File: config.mk
export PLATFORM = sky130hd
export DESIGN_NAME = tim_arbiter
export DESIGN_NICKNAME = d
export VERILOG_FILES = /design/src/rtl/tim_arbiter_pkg.sv /design/src/rtl/tim_arbiter_slot.sv /design/src/rtl/tim_arbiter.sv
export SDC_FILE = /design/constraint.sdc
export NUM_CORES = 1
export LEC_CHECK = 0
export BUFFER_PORTS_ARGS = -buffer_cell sky130_fd_sc_hd__buf_2
export CAP_MARGIN = 20
export CELL_PAD_IN_SITES_DETAIL_PLACEMENT = 1
export CELL_PAD_IN_SITES_GLOBAL_PLACEMENT = 1
export CORE_ASPECT_RATIO = 0.6
export CORE_UTILIZATION = 34
export DETAILED_ROUTE_END_ITERATION = 10
export PLACE_DENSITY = 0.75
export REMOVE_ABC_BUFFERS = 1
export SETUP_SLACK_MARGIN = 0.3
export SYNTH_ARGS = -nofsm -noshare
export SYNTH_HDL_FRONTEND = slang
export SYNTH_HIERARCHICAL = 1
export SYNTH_SLANG_ARGS = --single-unit
File: constraint.sdc
create_clock -name clock -period 2 [get_ports clock]
set_clock_uncertainty 0.2 [all_clocks]
set_input_delay 0.1 -clock clock [delete_from_list [all_inputs] [get_ports clock]]
set_output_delay 0.1 -clock clock [all_outputs]
set_load 0.01 [all_outputs]
File: src/rtl/tim_arbiter_pkg.sv
// Shared request/owner types for the two-port TIM front end.
// Holds the pending-slot payload layout and helpers that pack a port's fields into it.
package tim_arb_wires;

  typedef struct packed {
    logic        valid;
    logic        instr;
    logic [31:0] addr;
    logic [31:0] wdata;
    logic [3:0]  wstrb;
  } tim_arb_req_type;

  typedef enum logic [1:0] {
    OWN_NONE  = 2'd0,
    OWN_FETCH = 2'd1,
    OWN_DATA  = 2'd2
  } tim_arb_owner_type;

  localparam tim_arb_req_type init_req = '0;

  // Fetches never write, so their store fields are pinned to zero.
  function automatic tim_arb_req_type fetch_req(input logic valid, input logic [31:0] addr);
    tim_arb_req_type r;
    r       = init_req;
    r.valid = valid;
    r.instr = 1'b1;
    r.addr  = addr;
    return r;
  endfunction

  function automatic tim_arb_req_type data_req(input logic valid, input logic [31:0] addr,
                                               input logic [31:0] wdata, input logic [3:0] wstrb);
    tim_arb_req_type r;
    r       = init_req;
    r.valid = valid;
    r.instr = 1'b0;
    r.addr  = addr;
    r.wdata = wdata;
    r.wstrb = wstrb;
    return r;
  endfunction

  function automatic tim_arb_owner_type owner_of(input tim_arb_req_type r);
    if (!r.valid) return OWN_NONE;
    return r.instr ? OWN_FETCH : OWN_DATA;
  endfunction

endpackage

File: src/rtl/tim_arbiter_slot.sv
// One-deep pending buffer for a request that lost arbitration.
// A load in the same cycle as a clear keeps the new request.
module tim_arb_slot
  import tim_arb_wires::*;
(
  input  logic            clock,
  input  logic            reset,
  input  logic            load,
  input  logic            clear,
  input  tim_arb_req_type d,
  output tim_arb_req_type q
);

  always_ff @(posedge clock or negedge reset) begin
    if (!reset) begin
      q <= init_req;
    end else if (load) begin
      q <= d;
    end else if (clear) begin
      q <= init_req;
    end
  end

endmodule

File: src/rtl/tim_arbiter.sv
// Merges the fetch and data ports onto the single-cycle TIM request port and
// steers each TIM response back to the port that issued the matching request.
module tim_arbiter
  import tim_arb_wires::*;
#(
  parameter logic fair = 1'b1
) (
  input  logic        clock,
  input  logic        reset,
  input  logic        imem_valid,
  input  logic [31:0] imem_addr,
  output logic [31:0] imem_rdata,
  output logic        imem_ready,
  input  logic        dmem_valid,
  input  logic [31:0] dmem_addr,
  input  logic [31:0] dmem_wdata,
  input  logic [3:0]  dmem_wstrb,
  output logic [31:0] dmem_rdata,
  output logic        dmem_ready,
  output logic        tim_valid,
  output logic        tim_instr,
  output logic [31:0] tim_addr,
  output logic [31:0] tim_wdata,
  output logic [3:0]  tim_wstrb,
  input  logic [31:0] tim_rdata,
  input  logic        tim_ready,
  output logic [1:0]  dbg_owner,
  output logic        dbg_orphan
);

  // Handshake: *_valid is a one-cycle request pulse with no backpressure; the
  // matching *_ready pulse arrives exactly one cycle after the request reaches
  // tim, and the port may fire its next request in that same ready cycle.

  tim_arb_req_type   fresh_f, fresh_d;
  tim_arb_req_type   slot_f_q, slot_d_q;
  tim_arb_req_type   issue_req;
  tim_arb_owner_type owner, owner_next;
  logic              owner_store, owner_store_next;
  logic              armed;
  logic              last_grant;
  logic              orphan;
  logic              load_f, load_d, clear_f, clear_d;
  logic              conflict, grant_data;

  // Requests are ignored until the first edge after reset release.
  always_ff @(posedge clock or negedge reset) begin
    if (!reset) armed <= 1'b0;
    else        armed <= 1'b1;
  end

  assign fresh_f = fetch_req(imem_valid && armed, imem_addr);
  assign fresh_d = data_req(dmem_valid && armed, dmem_addr, dmem_wdata, dmem_wstrb);

  // last_grant: 0 = fetch won the previous conflict, 1 = data won it.
  assign grant_data = fair ? !last_grant : 1'b1;

  always_comb begin
    issue_req = init_req;
    load_f    = 1'b0;
    load_d    = 1'b0;
    clear_f   = 1'b0;
    clear_d   = 1'b0;
    conflict  = 1'b0;
    if (slot_f_q.valid) begin
      issue_req = slot_f_q;
      clear_f   = 1'b1;
      load_d    = fresh_d.valid;
    end else if (slot_d_q.valid) begin
      issue_req = slot_d_q;
      clear_d   = 1'b1;
      load_f    = fresh_f.valid;
    end else if (fresh_f.valid && fresh_d.valid) begin
      conflict  = 1'b1;
      issue_req = grant_data ? fresh_d : fresh_f;
      load_f    = grant_data;
      load_d    = !grant_data;
    end else if (fresh_f.valid) begin
      issue_req = fresh_f;
    end else if (fresh_d.valid) begin
      issue_req = fresh_d;
    end
  end

  tim_arb_slot u_slot_f (
    .clock (clock),
    .reset (reset),
    .load  (load_f),
    .clear (clear_f),
    .d     (fresh_f),
    .q     (slot_f_q)
  );

  tim_arb_slot u_slot_d (
    .clock (clock),
    .reset (reset),
    .load  (load_d),
    .clear (clear_d),
    .d     (fresh_d),
    .q     (slot_d_q)
  );

  assign tim_valid = issue_req.valid;
  assign tim_instr = issue_req.instr;
  assign tim_addr  = issue_req.addr;
  assign tim_wdata = issue_req.wdata;
  assign tim_wstrb = issue_req.wstrb;

  always_ff @(posedge clock or negedge reset) begin
    if (!reset) begin
      last_grant <= 1'b0;
      orphan     <= 1'b0;
    end else begin
      if (conflict) last_grant <= grant_data;
      if (tim_ready && (owner == OWN_NONE)) orphan <= 1'b1;
    end
  end

  // Owner tracking: register, next-state, and response routing.
  always_ff @(posedge clock or negedge reset) begin
    if (!reset) begin
      owner       <= OWN_NONE;
      owner_store <= 1'b0;
    end else begin
      owner       <= owner_next;
      owner_store <= owner_store_next;
    end
  end

  always_comb begin
    owner_next       = owner_of(issue_req);
    owner_store_next = issue_req.valid && !issue_req.instr && (issue_req.wstrb != 4'd0);
  end

  always_comb begin
    imem_ready = 1'b0;
    imem_rdata = '0;
    dmem_ready = 1'b0;
    dmem_rdata = '0;
    if (tim_ready) begin
      case (owner)
        OWN_FETCH: begin
          imem_ready = 1'b1;
          imem_rdata = tim_rdata;
        end
        OWN_DATA: begin
          dmem_ready = 1'b1;
          if (!owner_store) dmem_rdata = tim_rdata;
        end
        default: ;
      endcase
    end
  end

  assign dbg_owner  = owner;
  assign dbg_orphan = orphan;

endmodule

==> run summary, run 1 <==
Timing
• 132% — period utilisation layout
• 0.377 GHz — Fmax achieved
• yes — unrepaired setup endpoints after global routing
• 255 — final setup violation count
• 28.8% — relative slew slack
• -76.04 ns — post-route setup TNS
• 0.0991 ns — Min Hold Slack
• 1.06 ns — worst-margin pin slew
• 2.65 ns — final critical path time including I/O delays and setup
• -0.649 ns — worst setup slack after layout
• 0 — count of final max-slew check failures
• 0 — Hold Fails Final Rpt

Critical path
• sky130_fd_sc_hd__buf_6 — most frequent cell on the critical path
• flip-flop — kind of start point of the critical path
• sky130_fd_sc_hd__dfrtp_1 — Slowest cell on crit path
• buffers and inverters — Crit path max-delay family
• -0.50 ns — R2R Setup Slk
• 6 — count of buffering cells on the critical path with inverters included
• primary output — category of the worst setup path capture point
• 13 — depth of the most critical reg-to-reg path
• 2.35 ns — endpoint arrival time on the critical path
• u_slot_f/q[39] — worst r2r dst
• 5 — largest fanout of any net on the critical path
• armed — RR Startpoint
• 1.70 ns — data required time at the worst endpoint
• buf_6 -> inv_6 -> a21oi_4 -> buf_12 -> clkbuf_16 -> a221oi_2 -> o31ai_2 -> buf_4 -> buf_6 — chain of cells forming the critical path
• flip-flop to primary output — start-to-end type of the worst setup path
• 0.40 ns — longest individual stage delay on the worst path

Finish
• 42.1% — fraction of final layout cells sized beyond drive strength 1
• 1527 — final cell count without fillers
• 1371 — # nets final
• 82.4% — Layout Area Growth over Synthesis

Floorplan
• 41 — # rows
• 22700 um2 — Die Area
• 276 — number of I/O pins
• 21300 um2 — core box area
• 117 um — DIE HEIGHT
• 35.2% — starting utilization of the core area
• 194 um — Die X-Extent

Global route
• 0 — overflow left after global routing
• met2 — highest-utilization routing layer at the global route stage
• 61.4 mm — first-pass GRT wire length
• 36.9% — global-route usage over all layers
• 45.7% — met1 routing resource usage after global routing
• 9510 — number of global-route vias before repair
• 80 — maximum number of pins on one net before global-route repair
• 4 — initial antenna violation count
• 7.82% — global-route track usage on met3
• 62.1% — GR Layer Usage met2

Synthesis
• 7520 um2 — netlist area before placement
• 0 — Post-synth EDFFs
• sky130_fd_sc_hd__dfrtp_1 (146), sky130_fd_sc_hd__a22o_1 (144), sky130_fd_sc_hd__and2_1 (96), sky130_fd_sc_hd__nand2_1 (67), sky130_fd_sc_hd__nor2_1 (36) — cell types with the highest counts after synthesis
• 724 — post-synthesis instance total
• sky130_fd_sc_hd__dfrtp_1 — cell with the most instances after synthesis
• 6 — Warnings, synthesis
• 48.6% — fraction of post-synthesis cell area in the top cell type by area
• sky130_fd_sc_hd__dfrtp_1 — largest area contributor in the synthesized netlist
• 100% — proportion of synthesized flip-flops having asynchronous set or reset
• sky130_fd_sc_hd__dfrtp_1 (49%), sky130_fd_sc_hd__a22o_1 (17%), sky130_fd_sc_hd__and2_1 (8.0%) — main area contributors after synthesis
• 48.6% — sequential area share after synthesis
• 146 — post-synthesis sequential element count
• 35 — Yosys cell types
• 10.4 um2 — post-synthesis area per instance
• sky130_fd_sc_hd__dfrtp_1 — most common flop cell mapped by yosys

Drt
• 5 — length of the first detailed-routing pass in iterations
• 9524 — via count
• 0 — remaining design rule violation count
• 0 — ANT nets after route
• 990 — First DRT Iteration DRCs
• 48.4 mm — Total Routed Length
• 6.24 — average via count per standard cell
• 31.7 um — detailed-route wire length per cell

Placed design
• 18.7 mm — post-detail-place hpwl
• 1274 — number of placed instances, taps included
• -0.344 ns — Post-Place Worst Slack
• 275 — count of input and output buffers
• 0.816 — RD Place Congestion

Power and ir drop
• 1430 nW/um2 — PD cells
• 820 uV — Max rail drop VDD
• 19.6 mW — Final Power
• 6.74 nW — Static Leak

Status
• setup timing — violated checks
• complete, but fails checks — status

Clock tree
• 0.45 ns — clock latency at the later pin of the worst-skew pair
• 2 — maximum root-to-sink buffer count
• 17 — clock buffers created by TritonCTS
• 4 — CTS H-Tree Depth
• sky130_fd_sc_hd__clkbuf_16 — CTS Root Buffer Type
• built — CTS tree
• 0.07 ns — clock-pin transition on the worst setup and hold timing paths
• 146 — Clock Sink Count

Min path
• input pin to asynchronous set/reset pin — hold crit path type

Run
• 0 — Max Cap Violations

==> kinds of logic (layout without fill, tap and decap cells) <==
family	Yosys count	in the layout	synth area share, %
DFF	146	146	48.6
xor gates and xnor gates	1	1	0.117
buffers and inverters	79	562	6.82
muxes	1	1	0.133
AOI/OAI and AO/OA	285	285	29.8
other	2	40	0.0999
and+or+nand+nor	210	213	14.4
==> power by group <==
group | internal, mW | switching, mW | total [mW]
clock | 2.49 | 1.54 | 4.03
sequential | 4.20 | 1.04 | 5.24
combinational | 5.04 | 5.25 | 10.3
==> worst register-to-register path: stages (launching register included) <==
cell and delay, ns:
sky130_fd_sc_hd__dfrtp_1 0.41, sky130_fd_sc_hd__buf_6 0.14, sky130_fd_sc_hd__nand2_8 0.05, sky130_fd_sc_hd__buf_4 0.13, sky130_fd_sc_hd__buf_6 0.12, sky130_fd_sc_hd__inv_4 0.06
sky130_fd_sc_hd__a21oi_2 0.06, sky130_fd_sc_hd__nor3_2 0.26, sky130_fd_sc_hd__buf_4 0.22, sky130_fd_sc_hd__nor2_8 0.05, sky130_fd_sc_hd__buf_12 0.18, sky130_fd_sc_hd__buf_12 0.13
sky130_fd_sc_hd__buf_16 0.13, sky130_fd_sc_hd__a22o_1 0.22
==> worst max-delay path by stage <==
stage | start | endpoint | slack (ns) | cells past startpoint
after floorplan | u_slot_f/q[69] | u_slot_f/q[69] | -5.15 | 3
after global placement | armed | u_slot_d/q[17] | -0.22 | 6
after detailed placement | armed | u_slot_d/q[57] | -0.34 | 6
after CTS | armed | tim_addr[5] | -0.35 | 7
after global routing | last_grant | tim_addr[11] | -0.64 | 9
final | last_grant | tim_addr[11] | -0.65 | 9
==> state kept, by name (all words and copies together), names as in the netlist <==
| register | cells |
|---|---|
| armed | 1 |
| dbg_owner | 2 |
| owner_store | 1 |
| last_grant | 1 |
| u_slot_f/q | 70 |
| u_slot_d/q | 70 |
| dbg_orphan | 1 |
==> layer usage <==
layer	vias to the layer above	wire (um)
met5	-	30
met4	4	3400
met3	269	5000
met2	800	21700
met1	4735	18300
li1	3716	-
==> layout by cell type, fill, tap and decap left out, drive strengths merged, types with 2 or more instances in the layout <==
cell,count
buf,408
dfrtp,146
a22o,144
dlygate4sd3,103
and2,96
nand2,68
nor2,41
conb,39
o21ai,34
a31oi,33
o31ai,32
a221oi,32
clkbuf,23
bufbuf,9
bufinv,7
inv,6
clkinv,4
a31o,4
a21oi,3
clkinvlp,2
nand3,2
nor3,2
==> stage by stage <==
step                area [um2]  utilization, %
floorplan                 7160               -
global placement          9330            43.7
detailed placement        9330            43.7
CTS                      13100            61.5
global route             13700            64.3
finish                   13700            64.3
==> final cells by class <==
| class | instances | area [um2] |
|---|---|---|
| sequential | 146 | 3660 |
| tap | 279 | 349 |
| inverter | 4 | 27.5 |
| timing repair buffer | 526 | 5020 |
| clock inverter | 15 | 280 |
| clock buffer | 17 | 425 |
| antenna | 1 | 2.50 |
| multi-input combinational | 539 | 3950 |
| fill | 2202 | 7630 |
==> repair_timing <==
item	CTS	global route
buffers inserted	56	17
pin swaps	89	53
endpoints found under the hold margin	248	0
gates resized for setup	158	51
hold buffers	103	0
setup endpoints to repair	279	297
cloned	38	6
Power figures use the tool's default switching activity.
==> inputs of run 2 (changes only) <==
Settings changed: CAP_MARGIN 20 to 25, CORE_MARGIN set to 2.
==> run summary, run 2 (synthesized netlist as in run 1, its figures left out) <==
Status
• complete, but fails checks — status
• setup timing — violated checks

Critical path
• 1.70 ns — data required time at the worst endpoint, about the same
• flip-flop — kind of start point of the critical path
• 7 — largest fanout of any net on the critical path, +2
• 2.32 ns — endpoint arrival time on the critical path, -0.03 ns
• primary output — category of the worst setup path capture point
• flip-flop to primary output — start-to-end type of the worst setup path

Drt
• met4 — top layer in use
• 6 — length of the first detailed-routing pass in iterations, +1
• 9280 — via count, -2.6%
• 6.07 — average via count per standard cell, -2.6%
• 0 — ANT nets after route, unchanged
• 17.8 mm — met1 routed wirelength after detailed routing, -2.7%
• 1102 — First DRT Iteration DRCs, +11%
• 21.5 mm — DR WL met2, -1.1%
• 30.6 um — detailed-route wire length per cell, -3.5%
• 0 — remaining design rule violation count, unchanged
• 4.68 mm — detailed-routed wire length on met3, -6.2%
• 46.7 mm — Total Routed Length, -3.5%

Floorplan
• 21900 um2 — core box area, +2.4%
• 276 — number of I/O pins, unchanged
• 119 um — DIE HEIGHT, +1.7%
• 196 um — Die X-Extent, +1.0%
• 34.4% — starting utilization of the core area, -0.84 points
• 42 — # rows, +2.4%
• 23400 um2 — Die Area, +2.8%

Finish
• sky130_fd_sc_hd__buf_2 — most common cell after layout, fill and taps aside
• 81.6% — Layout Area Growth over Synthesis
• 2280 — # fillers, +3.5%
• sky130_fd_sc_hd__buf_2 (244), sky130_fd_sc_hd__a22o_1 (144), sky130_fd_sc_hd__dfrtp_1 (144) — most frequent cells in the layout
• 1359 — # nets final, -0.88%
• 4160 um2 — multi-input gate area in the final layout, +5.1%
• 44.6% — fraction of final layout cells sized beyond drive strength 1, +2.5 points
• 3660 um2 — register area, unchanged

Clock tree
• 0.07 ns — clock-pin transition on the worst setup and hold timing paths, about the same
• 4 — CTS H-Tree Depth, unchanged
• built — CTS tree
• sky130_fd_sc_hd__clkbuf_16 — CTS Root Buffer Type
• 2 — maximum root-to-sink buffer count, unchanged
• 0.45 ns — clock latency at the later pin of the worst-skew pair, about the same
• 146 — Clock Sink Count, unchanged
• 17 — clock buffers created by TritonCTS, unchanged

Power and ir drop
• 6.65 nW — Static Leak, -1.4%
• 18.5 mW — Final Power, -5.4%
• 1020 uV — Max rail drop VDD, +24%
• 40.2% — switching share of total power, +0.16 points
• 11.1 mW — internal power, -5.7%
• 1360 nW/um2 — PD cells, -5.0%
• 19.8% — clock share of power, -0.8 points
• 7.43 mW — net switching power of the design, -5.0%
• 52.2% — part of the power in combinational logic, -0.4 points
• 28.0% — share of total power in sequential cells, +1.2 points

Timing
• 131% — period utilisation layout, -1.6 points
• -56.36 ns — post-route setup TNS, +19.68 ns
• 2.62 ns — final critical path time including I/O delays and setup, -0.0322 ns
• -0.617 ns — worst setup slack after layout, +0.0322 ns
• 0 — count of final max-slew check failures, unchanged
• 270 — final setup violation count, +5.9%
• 0.382 GHz — Fmax achieved, +1.2%
• 0 — Hold Fails Final Rpt, unchanged
• 0.580 ns — worst-margin pin slew, -0.485 ns
• 61.4% — relative slew slack, +33 points
• yes — unrepaired setup endpoints after global routing

Run
• 0 — Max Cap Violations, unchanged

Placed design
• 18.6 mm — post-detail-place hpwl, -0.78%
• 0.828 — RD Place Congestion, +1.5%
• 275 — count of input and output buffers, unchanged

Min path
• input pin to asynchronous set/reset pin — hold crit path type

Global route
• 50.9 mm — first-pass GRT wire length, -17%
• 0 — overflow left after global routing, unchanged
• 5 — initial antenna violation count, +1
• 8428 — number of global-route vias before repair, -11%
• 28.4% — global-route usage over all layers, -8.5 points
• 71 — maximum number of pins on one net before global-route repair, -11%

-- run 2: cell types whose count changed in the layout (fill, tap and decap cells not counted), moves of 5 or more --
cell                        before  now
sky130_fd_sc_hd__buf_16         27   13
sky130_fd_sc_hd__a31oi_1        27   18
sky130_fd_sc_hd__and2_4          2   22
sky130_fd_sc_hd__and2_1         94   74
sky130_fd_sc_hd__o21ai_2         1   11
sky130_fd_sc_hd__buf_2         268  244
sky130_fd_sc_hd__clkbuf_16      23   34
sky130_fd_sc_hd__buf_12         34   29
sky130_fd_sc_hd__buf_6          45   66
sky130_fd_sc_hd__bufbuf_16       9    2
sky130_fd_sc_hd__buf_8           2    7
sky130_fd_sc_hd__a31oi_4         5   14
sky130_fd_sc_hd__o21ai_1        32   22
sky130_fd_sc_hd__diode_2         1    7
-- run 2: power by group through the flow --
stage	clock (mW)	sequential, mW	combinational, mW
final	3.66	5.18	9.66
after CTS	3.59	4.94	6.79
after floorplan	0	4.93	3.34
after global placement	0	4.91	5.48
after detailed placement	0	4.94	5.69
after global routing	3.81	5.24	9.98
-- run 2: critical path: stages (launching register included) --
cell	delay [ns]
sky130_fd_sc_hd__dfrtp_1	0.43
sky130_fd_sc_hd__nand2_2	0.10
sky130_fd_sc_hd__buf_6	0.14
sky130_fd_sc_hd__a21oi_4	0.18
sky130_fd_sc_hd__buf_6	0.13
sky130_fd_sc_hd__buf_12	0.11
sky130_fd_sc_hd__buf_16	0.14
sky130_fd_sc_hd__a221oi_2	0.09
sky130_fd_sc_hd__o31ai_1	0.33
sky130_fd_sc_hd__buf_2	0.20
-- run 2: worst paths after layout --
kind                                startpoint             end  slack (ns)  cells past startpoint
worst min register to register  u_slot_d/q[25]  u_slot_d/q[25]        0.29                      1
max in group asynchronous                reset  u_slot_f/q[57]        0.86                      3
worst max-delay path                     armed    tim_addr[12]       -0.62                      9
worst min-delay path                     reset  u_slot_f/q[64]        0.04                      2
worst max register to register           armed   u_slot_d/q[7]       -0.25                     12
min in group clock                  imem_valid    dbg_owner[1]        0.17                      4
-- run 2: timing repair --
action                                  CTS  global route
gates cloned                             10            27
setup buffers                            17            46
endpoints found under the setup margin  277           279
hold endpoints to repair                248             0
hold buffers                            102             0
pin swaps                                72           137
gates resized for setup                  92           189
-- run 2: layout make-up --
| cell class | count | share of cell area [%] |
|---|---|---|
| Antenna cell | 7 | 0.128 |
| Clock inverter | 14 | 1.49 |
| Inverter | 4 | 0.165 |
| Sequential cell | 146 | 26.8 |
| Tap cell | 286 | 2.62 |
| Clock buffer | 18 | 3.22 |
| Multi-Input combinational cell | 537 | 30.4 |
| Timing Repair Buffer | 516 | 35.1 |
-- run 2: stage by stage --
stage	area, um2	util (%)	worst slack [ns]	cells	hold slack [ns]
finish	13700	62.4	-0.617	1528	0.0355
global route	13600	62.4	-0.687	1527	0.0474
CTS	11800	54.1	-0.338	1448	0.00686
detailed placement	9380	42.9	-0.130	1287	-0.102
global placement	9360	42.8	-0.272	1286	-0.102
floorplan	7160	-	-5.15	686	-0.396
-- run 2: layer usage --
| metal | track usage [%] | vias to the layer above |
|---|---|---|
| li1 | - | 3717 |
| met1 | 38.5 | 4613 |
| met2 | 45.7 | 715 |
| met3 | 5.89 | 235 |
| met4 | 8.85 | 0 |
| met5 | 0 | - |
